File: config.mk
export PLATFORM = sky130hd
export DESIGN_NAME = clk_div_bank
export DESIGN_NICKNAME = d
export VERILOG_FILES = /design/src/rtl/clk_div_pkg.sv /design/src/rtl/clk_div_ch.sv /design/src/rtl/clk_div_bank.sv
export SDC_FILE = /design/constraint.sdc
export NUM_CORES = 1
export LEC_CHECK = 0
export ABC_AREA = 0
export CAP_MARGIN = 20
export CORE_MARGIN = 3
export CORE_UTILIZATION = 39
export DETAILED_ROUTE_END_ITERATION = 12
export GPL_ROUTABILITY_DRIVEN = 0
export PLACE_DENSITY_LB_ADDON = 0.08
export SLEW_MARGIN = 10
export SYNTH_ARGS = -nofsm -noshare
export SYNTH_HDL_FRONTEND = slang
export SYNTH_SLANG_ARGS = --single-unit
File: constraint.sdc
create_clock -name clk -period 8.3 [get_ports clk]
set_input_delay 1.66 -clock clk [delete_from_list [all_inputs] [get_ports clk]]
set_output_delay 1.66 -clock clk [all_outputs]
set_load 0.01 [all_outputs]
File: src/rtl/clk_div_pkg.sv
// clk_div_pkg: shared constants and helpers for the clock divider bank
package clk_div_pkg;
  localparam int CNT_W_DEF = 16;
  function automatic int addr_w(input int n);
    return (n <= 1) ? 1 : $clog2(n);
  endfunction
  function automatic logic [31:0] hi_len(input logic [31:0] d);
    return (d + 32'd1) >> 1;
  endfunction
endpackage

File: src/rtl/clk_div_ch.sv
// clk_div_ch: one divider channel with period-boundary divisor reload
module clk_div_ch
  import clk_div_pkg::*;
#(
  parameter int CNT_W = CNT_W_DEF
) (
  input  logic             clk,
  input  logic             rst,
  input  logic             i_en,
  input  logic             i_sync_clr,
  input  logic             i_wr,
  input  logic [CNT_W-1:0] i_wdata,
  input  logic [CNT_W-1:0] i_init,
  output logic [CNT_W-1:0] o_act,
  output logic             o_div,
  output logic             o_tick
);
  logic [CNT_W-1:0] r_act, r_pend, r_cnt;
  logic             r_div, r_tick;
  logic [CNT_W-1:0] w_pend_nx, w_cnt_inc, w_hi;
  logic             w_wrap;
  assign w_pend_nx = i_wr ? i_wdata : r_pend;
  assign w_cnt_inc = r_cnt + CNT_W'(1);
  assign w_hi      = CNT_W'(hi_len(32'(r_act)));
  // >= rather than == so a counter left beyond a shrunken divisor wraps at once
  assign w_wrap    = (r_act != '0) && (r_cnt >= r_act - CNT_W'(1));
  always_ff @(posedge clk or posedge rst)
    if (rst) begin
      r_act  <= i_init;
      r_pend <= i_init;
      r_cnt  <= (i_init == '0) ? '0 : i_init - CNT_W'(1);
      r_div  <= 1'b0;
      r_tick <= 1'b0;
    end else begin
      r_pend <= w_pend_nx;
      if (i_sync_clr || (i_en && w_wrap)) begin
        r_act  <= w_pend_nx;
        r_cnt  <= '0;
        r_tick <= w_pend_nx != '0;
        r_div  <= w_pend_nx > CNT_W'(1);
      end else if (!i_en) begin
        r_act  <= w_pend_nx;
        r_tick <= 1'b0;
      end else if (r_act == '0) begin
        r_act  <= w_pend_nx;
        r_cnt  <= '0;
        r_tick <= 1'b0;
        r_div  <= 1'b0;
      end else begin
        r_cnt  <= w_cnt_inc;
        r_tick <= 1'b0;
        r_div  <= w_cnt_inc < w_hi;
      end
    end
  assign o_act  = r_act;
  assign o_div  = r_div;
  assign o_tick = r_tick;
endmodule

File: src/rtl/clk_div_bank.sv
// clk_div_bank: NUM_CH programmable clock dividers with tick strobes and readback
module clk_div_bank
  import clk_div_pkg::*;
#(
  parameter int                      NUM_CH   = 4,
  parameter int                      CNT_W    = CNT_W_DEF,
  parameter logic [NUM_CH*CNT_W-1:0] DIV_INIT = {16'd1000, 16'd200, 16'd100, 16'd20},
  localparam int                     AW       = addr_w(NUM_CH)
) (
  input  logic              clk,
  input  logic              rst,
  input  logic [NUM_CH-1:0] ch_en,
  input  logic              sync_clr,
  input  logic              cfg_we,
  input  logic [AW-1:0]     cfg_addr,
  input  logic [CNT_W-1:0]  cfg_wdata,
  output logic [CNT_W-1:0]  cfg_rdata,
  output logic [NUM_CH-1:0] div_out,
  output logic [NUM_CH-1:0] tick
);
  // padded to the full address space so unused addresses read back as 0
  logic [CNT_W-1:0] w_act [2**AW];
  genvar i;
  for (i = 0; i < 2**AW; i++) begin : g_ch
    if (i < NUM_CH) begin : g_on
      clk_div_ch #(.CNT_W(CNT_W)) u_ch (
        .clk       (clk),
        .rst       (rst),
        .i_en      (ch_en[i]),
        .i_sync_clr(sync_clr),
        .i_wr      (cfg_we && (cfg_addr == AW'(i))),
        .i_wdata   (cfg_wdata),
        .i_init    (DIV_INIT[i*CNT_W +: CNT_W]),
        .o_act     (w_act[i]),
        .o_div     (div_out[i]),
        .o_tick    (tick[i])
      );
    end else begin : g_off
      assign w_act[i] = '0;
    end
  end
  assign cfg_rdata = w_act[cfg_addr];
endmodule
Yosys cells after proc, flatten, opt, wreduce, memory -nomap -nowiden
Index checks and enable logic that the tools add are counted.
{"block": "op_classes", "n_addsub": 12, "order_cmp": 13, "n_eq_ne": 7, "n_mux": 47, "bitwise_logic": 1, "reduce_logical": 33}
{"cell": "$mux 16", "count": 30}
{"cell": "$reduce_bool 16->1", "count": 8}
{"cell": "$add 16x1->17 const B", "count": 4}
{"cell": "$add 16x1->16 const B", "count": 4}
{"cell": "$ge 16x16->1", "count": 4}
{"cell": "$gt 16x1->1 const B", "count": 4}
{"cell": "$logic_not 16->1", "count": 4}
{"cell": "$lt 16x16->1", "count": 4}
{"cell": "$sub 16x1->16 const B", "count": 4}
{"cell": "$bmux 16 s2", "count": 1}
{"cell": "$mux 1", "count": 16}
{"cell": "$logic_and 1x1->1", "count": 12}
{"cell": "$ne 3x1->1 const B", "count": 4}
{"cell": "$reduce_bool 2->1", "count": 4}
{"cell": "$eq 2x2->1 const B", "count": 2}
{"cell": "$logic_or 1x1->1", "count": 4}
{"cell": "$ge 3x3->1 const B", "count": 1}
{"cell": "$not 2->3", "count": 1}
{"cell": "$eq 2x1->1 const B", "count": 1}
{"cell": "$logic_not 2->1", "count": 1}
{"block": "word_totals", "register_bits": 200, "inputBits": 26, "output_inout_bits": 24, "wordCells": 133}

Depth between registers and ports, before layout
{"block": "depth", "depth_word": 6, "mapped_depth": 17, "mapped_depth_nobuf": 15}

Worst setup path before layout
OpenSTA, ideal clock, no wires.
{"block": "synth_path", "kind": "input-to-output", "startpoint": "input port cfg_addr[1]", "endpoint": "output port cfg_rdata[10]", "arrival_time_ns": 3.126, "required_ns": 6.640, "slack_ns": 3.514, "path_stages": 3, "n_path_buf": 2, "path_cell_list": "clkbuf_1 clkbuf_1 mux4_2"}
{"block": "synth_between", "elab_chain_cells": 4}
{"element": "from (decl)", "line": "clk_div_bank.sv:15", "source": "input logic [AW-1:0] cfg_addr,"}
{"element": "$not 2->3 (not written as such)", "line": "clk_div_bank.sv:42", "source": "assign cfg_rdata = w_act[cfg_addr];"}
{"element": "$bmux 16 s2", "line": "clk_div_bank.sv:42"}
{"element": "$mux 16 (not written as such) (2 in series)", "line": "clk_div_bank.sv:42"}
{"element": "to (decl)", "line": "clk_div_bank.sv:17", "source": "output logic [CNT_W-1:0] cfg_rdata,"}
Every way passes these cells. The select of a mux whose other input is x is not followed.

Final worst setup path
{"block": "layout_path", "startpoint": "input port cfg_addr[1]", "endpoint": "output port cfg_rdata[13]"}
Same word-level chain as after synthesis.

==> results by group <==
Route
  • Post-route DRC violation count: 0
  • DRC marker count from the first detailed-route iteration: 637
  • First-pass detailed-route iteration total: 4
  • Mean number of vias per cell: 5.60
  • Routed Wire Length: 39900 µm
  • Final ANT Viol Nets: 0
  • Via total after detailed routing: 10700
  • DR WL/cell: 21.0 µm

Die
  • Area of the die: 38800 µm²
  • Die boundary width: 197 µm
  • I/O pin count: 50
  • Starting density of the core: 0.398
  • Die Y: 197 µm
  • Standard cell core area: 35700 µm²
  • Total number of placement rows: 69

CTS
  • Reg clk slew, reported paths: 0.08 ns
  • Number of buffers on the longest clock path: 2
  • PostCTS Resize Cnt: 0
  • Clock sink total: 200
  • Post-CTS setup buffers: 0
  • Clock tree from TritonCTS: built
  • H-tree lvl count: 4
  • Root Buffer: sky130_fd_sc_hd__clkbuf_16
  • Clock buffers created by TritonCTS: 17
  • Worst-Skew Late Latency: 0.45 ns
  • Cts-stage hold buffer count: 0

Synthesis
  • Synthesis-stage register bit count: 200
  • Top cells by area in the synthesized netlist: sky130_fd_sc_hd__dfrtp_1, sky130_fd_sc_hd__ha_1, sky130_fd_sc_hd__mux2_2
  • Area leader, netlist: sky130_fd_sc_hd__dfrtp_1
  • Top cell type's share of synthesized area: 0.267
  • Synthesized instance count: 1438
  • Ys Warns: 0
  • Count of unique library cells instantiated by Yosys: 62
  • Total standard cell area after synthesis: 14200 µm²
  • Syn_nets: 1600
  • Fraction of registers with async set or reset after synthesis: 1.00
  • EDFF count, synth: 0
  • Synthesized area per cell: 9.90 µm²
  • Register area share after synthesis: 0.356
  • Dominant synthesized flop cell: sky130_fd_sc_hd__dfrtp_1

Setup path
  • CP Data Arrival Time: 3.58 ns
  • Critical Path Source Type: primary input
  • Worst setup EP type: primary output
  • Worst Setup Path Type: primary input to primary output
  • Largest fanout on the critical path: 20
  • Data required time at the worst endpoint: 6.64 ns

Global route
  • Grt total ovfl: 0
  • Global-route wire length before repair: 63200 µm
  • All-Layer GR Usage: 0.211
  • Initial antenna violation count: 0
  • Vias in the first global route: 10800
  • Pin count of the biggest net entering global routing: 114

Timing
  • FMAX: 0.191 GHz
  • RSZ-0062 raised after global routing: no
  • Final hold vios: 0
  • Headroom to the max-slew limit: 0.345
  • Setup_tns: 0 ns
  • Final Max Tran Viols: 0
  • Number of setup violations in the final report: 0
  • Period minus WS final: 5.24 ns
  • Period utilisation layout: 0.631
  • Clock skew after layout: 0.0125 ns
  • Slew at the pin closest to its max-slew limit: 0.980 ns

Finish
  • Number of inserted diodes: 0
  • Leading cell types in the layout, fill and taps excluded: sky130_fd_sc_hd__dfrtp_1, sky130_fd_sc_hd__ha_1, sky130_fd_sc_hd__nand2_1
  • Number of nets in the finished design: 1590
  • Share of cells above drive strength 1: 0.166
  • Final design utilization: 0.435
  • Layout-stage area growth over the synthesis result: 9.31%
  • Final-layout fill cell count: 3525
  • Commonest non-fill, non-tap cell in the layout: sky130_fd_sc_hd__dfrtp_1

Power and ir drop
  • Leakage Power: 0.00663 µW
  • Final Total Pwr: 3100 µW
  • Pwr/cell area: 199 nW/µm²
  • Max IR drop VDD: 0.151 mV

Worst hold path
  • Path class of the lowest-slack min-delay path: flip-flop to flip-flop

Run
  • Max-cap violation count: 0

Placed design
  • Buffers added on ports: 49
  • Post-DP HPWL: 30100 µm

Status
  • Result of the run: finished clean
registers in the layout (all words and copies together) (netlist names):
name	count
g_ch.g_on.u_ch.o_act	64
g_ch.g_on.u_ch.r_cnt	64
g_ch.g_on.u_ch.r_pend	64
g_ch.g_on.u_ch.o_div	4
g_ch.g_on.u_ch.o_tick	4
power by group:
group | internal, µW | switching [µW] | total [µW] | leakage [µW]
clock | 435 | 455 | 890 | 0.000292
sequential | 1140 | 276 | 1410 | 0.00239
combinational | 410 | 391 | 801 | 0.00395
total | 1980 | 1120 | 3100 | 0.00663
cell type report:
class | instances | area, µm² | area share
flip-flops and latches | 200 | 5060 | 0.325
clock inverters | 15 | 181 | 0.0117
repair buffers | 58 | 558 | 0.0359
clock buffers | 17 | 425 | 0.0273
inverters | 33 | 131 | 0.00844
multi-input cells | 1118 | 8620 | 0.554
well taps | 461 | 577 | 0.0371
worst max-delay path, stage by stage:
cell	delay [ns]
sky130_fd_sc_hd__clkdlybuf4s50_1	0.46
sky130_fd_sc_hd__buf_4	0.35
sky130_fd_sc_hd__mux4_2	0.59
sky130_fd_sc_hd__clkdlybuf4s50_1	0.50
worst paths after layout:
kind | startpoint | end | slack (ns) | cells past startpoint
min in group asynchronous | rst | g_ch[0].g_on.u_ch.r_cnt[13] | 1.77 | 2
worst min-delay path | g_ch[1].g_on.u_ch.o_div | g_ch[1].g_on.u_ch.o_div | 0.50 | 2
worst min register to register | g_ch[1].g_on.u_ch.o_div | g_ch[1].g_on.u_ch.o_div | 0.50 | 2
max in group asynchronous | rst | g_ch[2].g_on.u_ch.o_act[12] | 5.40 | 3
worst max-delay path | cfg_addr[1] | cfg_rdata[13] | 3.06 | 4
worst max register to register | g_ch[3].g_on.u_ch.o_act[2] | g_ch[3].g_on.u_ch.o_act[4] | 3.70 | 13
metrics by stage:
step	std cells	worst slack [ns]	hold WS, ns	area (µm²)
floorplan	1438	1.27	0.450	14200
global placement	1870	3.06	0.475	15000
detailed placement	1870	3.05	0.480	15000
CTS	1902	3.05	0.500	15600
global route	1902	3.00	0.526	15600
finish	1902	3.06	0.498	15600
cell usage after synthesis, types with 11 or more instances:
library cell	n
sky130_fd_sc_hd__dfrtp_1	152
sky130_fd_sc_hd__ha_1	136
sky130_fd_sc_hd__nand2_1	114
sky130_fd_sc_hd__mux2_2	113
sky130_fd_sc_hd__xnor2_1	93
sky130_fd_sc_hd__nor2_1	85
sky130_fd_sc_hd__xor2_1	70
sky130_fd_sc_hd__nand3_1	67
sky130_fd_sc_hd__a21oi_1	59
sky130_fd_sc_hd__clkbuf_1	55
sky130_fd_sc_hd__dfstp_2	48
sky130_fd_sc_hd__nor3_1	35
sky130_fd_sc_hd__inv_1	33
sky130_fd_sc_hd__o21ai_0	32
sky130_fd_sc_hd__nand4_1	29
sky130_fd_sc_hd__nor4_1	27
sky130_fd_sc_hd__and3_1	25
sky130_fd_sc_hd__a22o_1	24
sky130_fd_sc_hd__nand2b_1	24
sky130_fd_sc_hd__or3_1	19
sky130_fd_sc_hd__a21o_1	17
sky130_fd_sc_hd__mux4_2	16
sky130_fd_sc_hd__a31oi_1	15
sky130_fd_sc_hd__or4_1	15
sky130_fd_sc_hd__buf_2	13
sky130_fd_sc_hd__a211oi_1	11
logic make-up after synthesis:
| group | share of synthesized area |
|---|---|
| buffers and inverters | 0.0388 |
| AND/OR/NAND/NOR | 0.173 |
| AO/OA/AOI/OAI | 0.0938 |
| XOR/XNOR | 0.100 |
| flip-flops | 0.356 |
| multiplexers | 0.119 |
| adder cells (fa/ha/maj) | 0.120 |
layer usage:
metal / GRT usage / part of all wire / vias up / wire (µm)
met3: 0.0445 / 0.049 / 26 / 1960
met2: 0.338 / 0.46 / 203 / 18200
met4: 0.0351 / 0.0083 / 0 / 330
li1: - / - / 5181 / -
met5: 0 / 0 / - / 0
met1: 0.300 / 0.49 / 5247 / 19500
No activity file was read; power rests on OpenSTA's default activity.
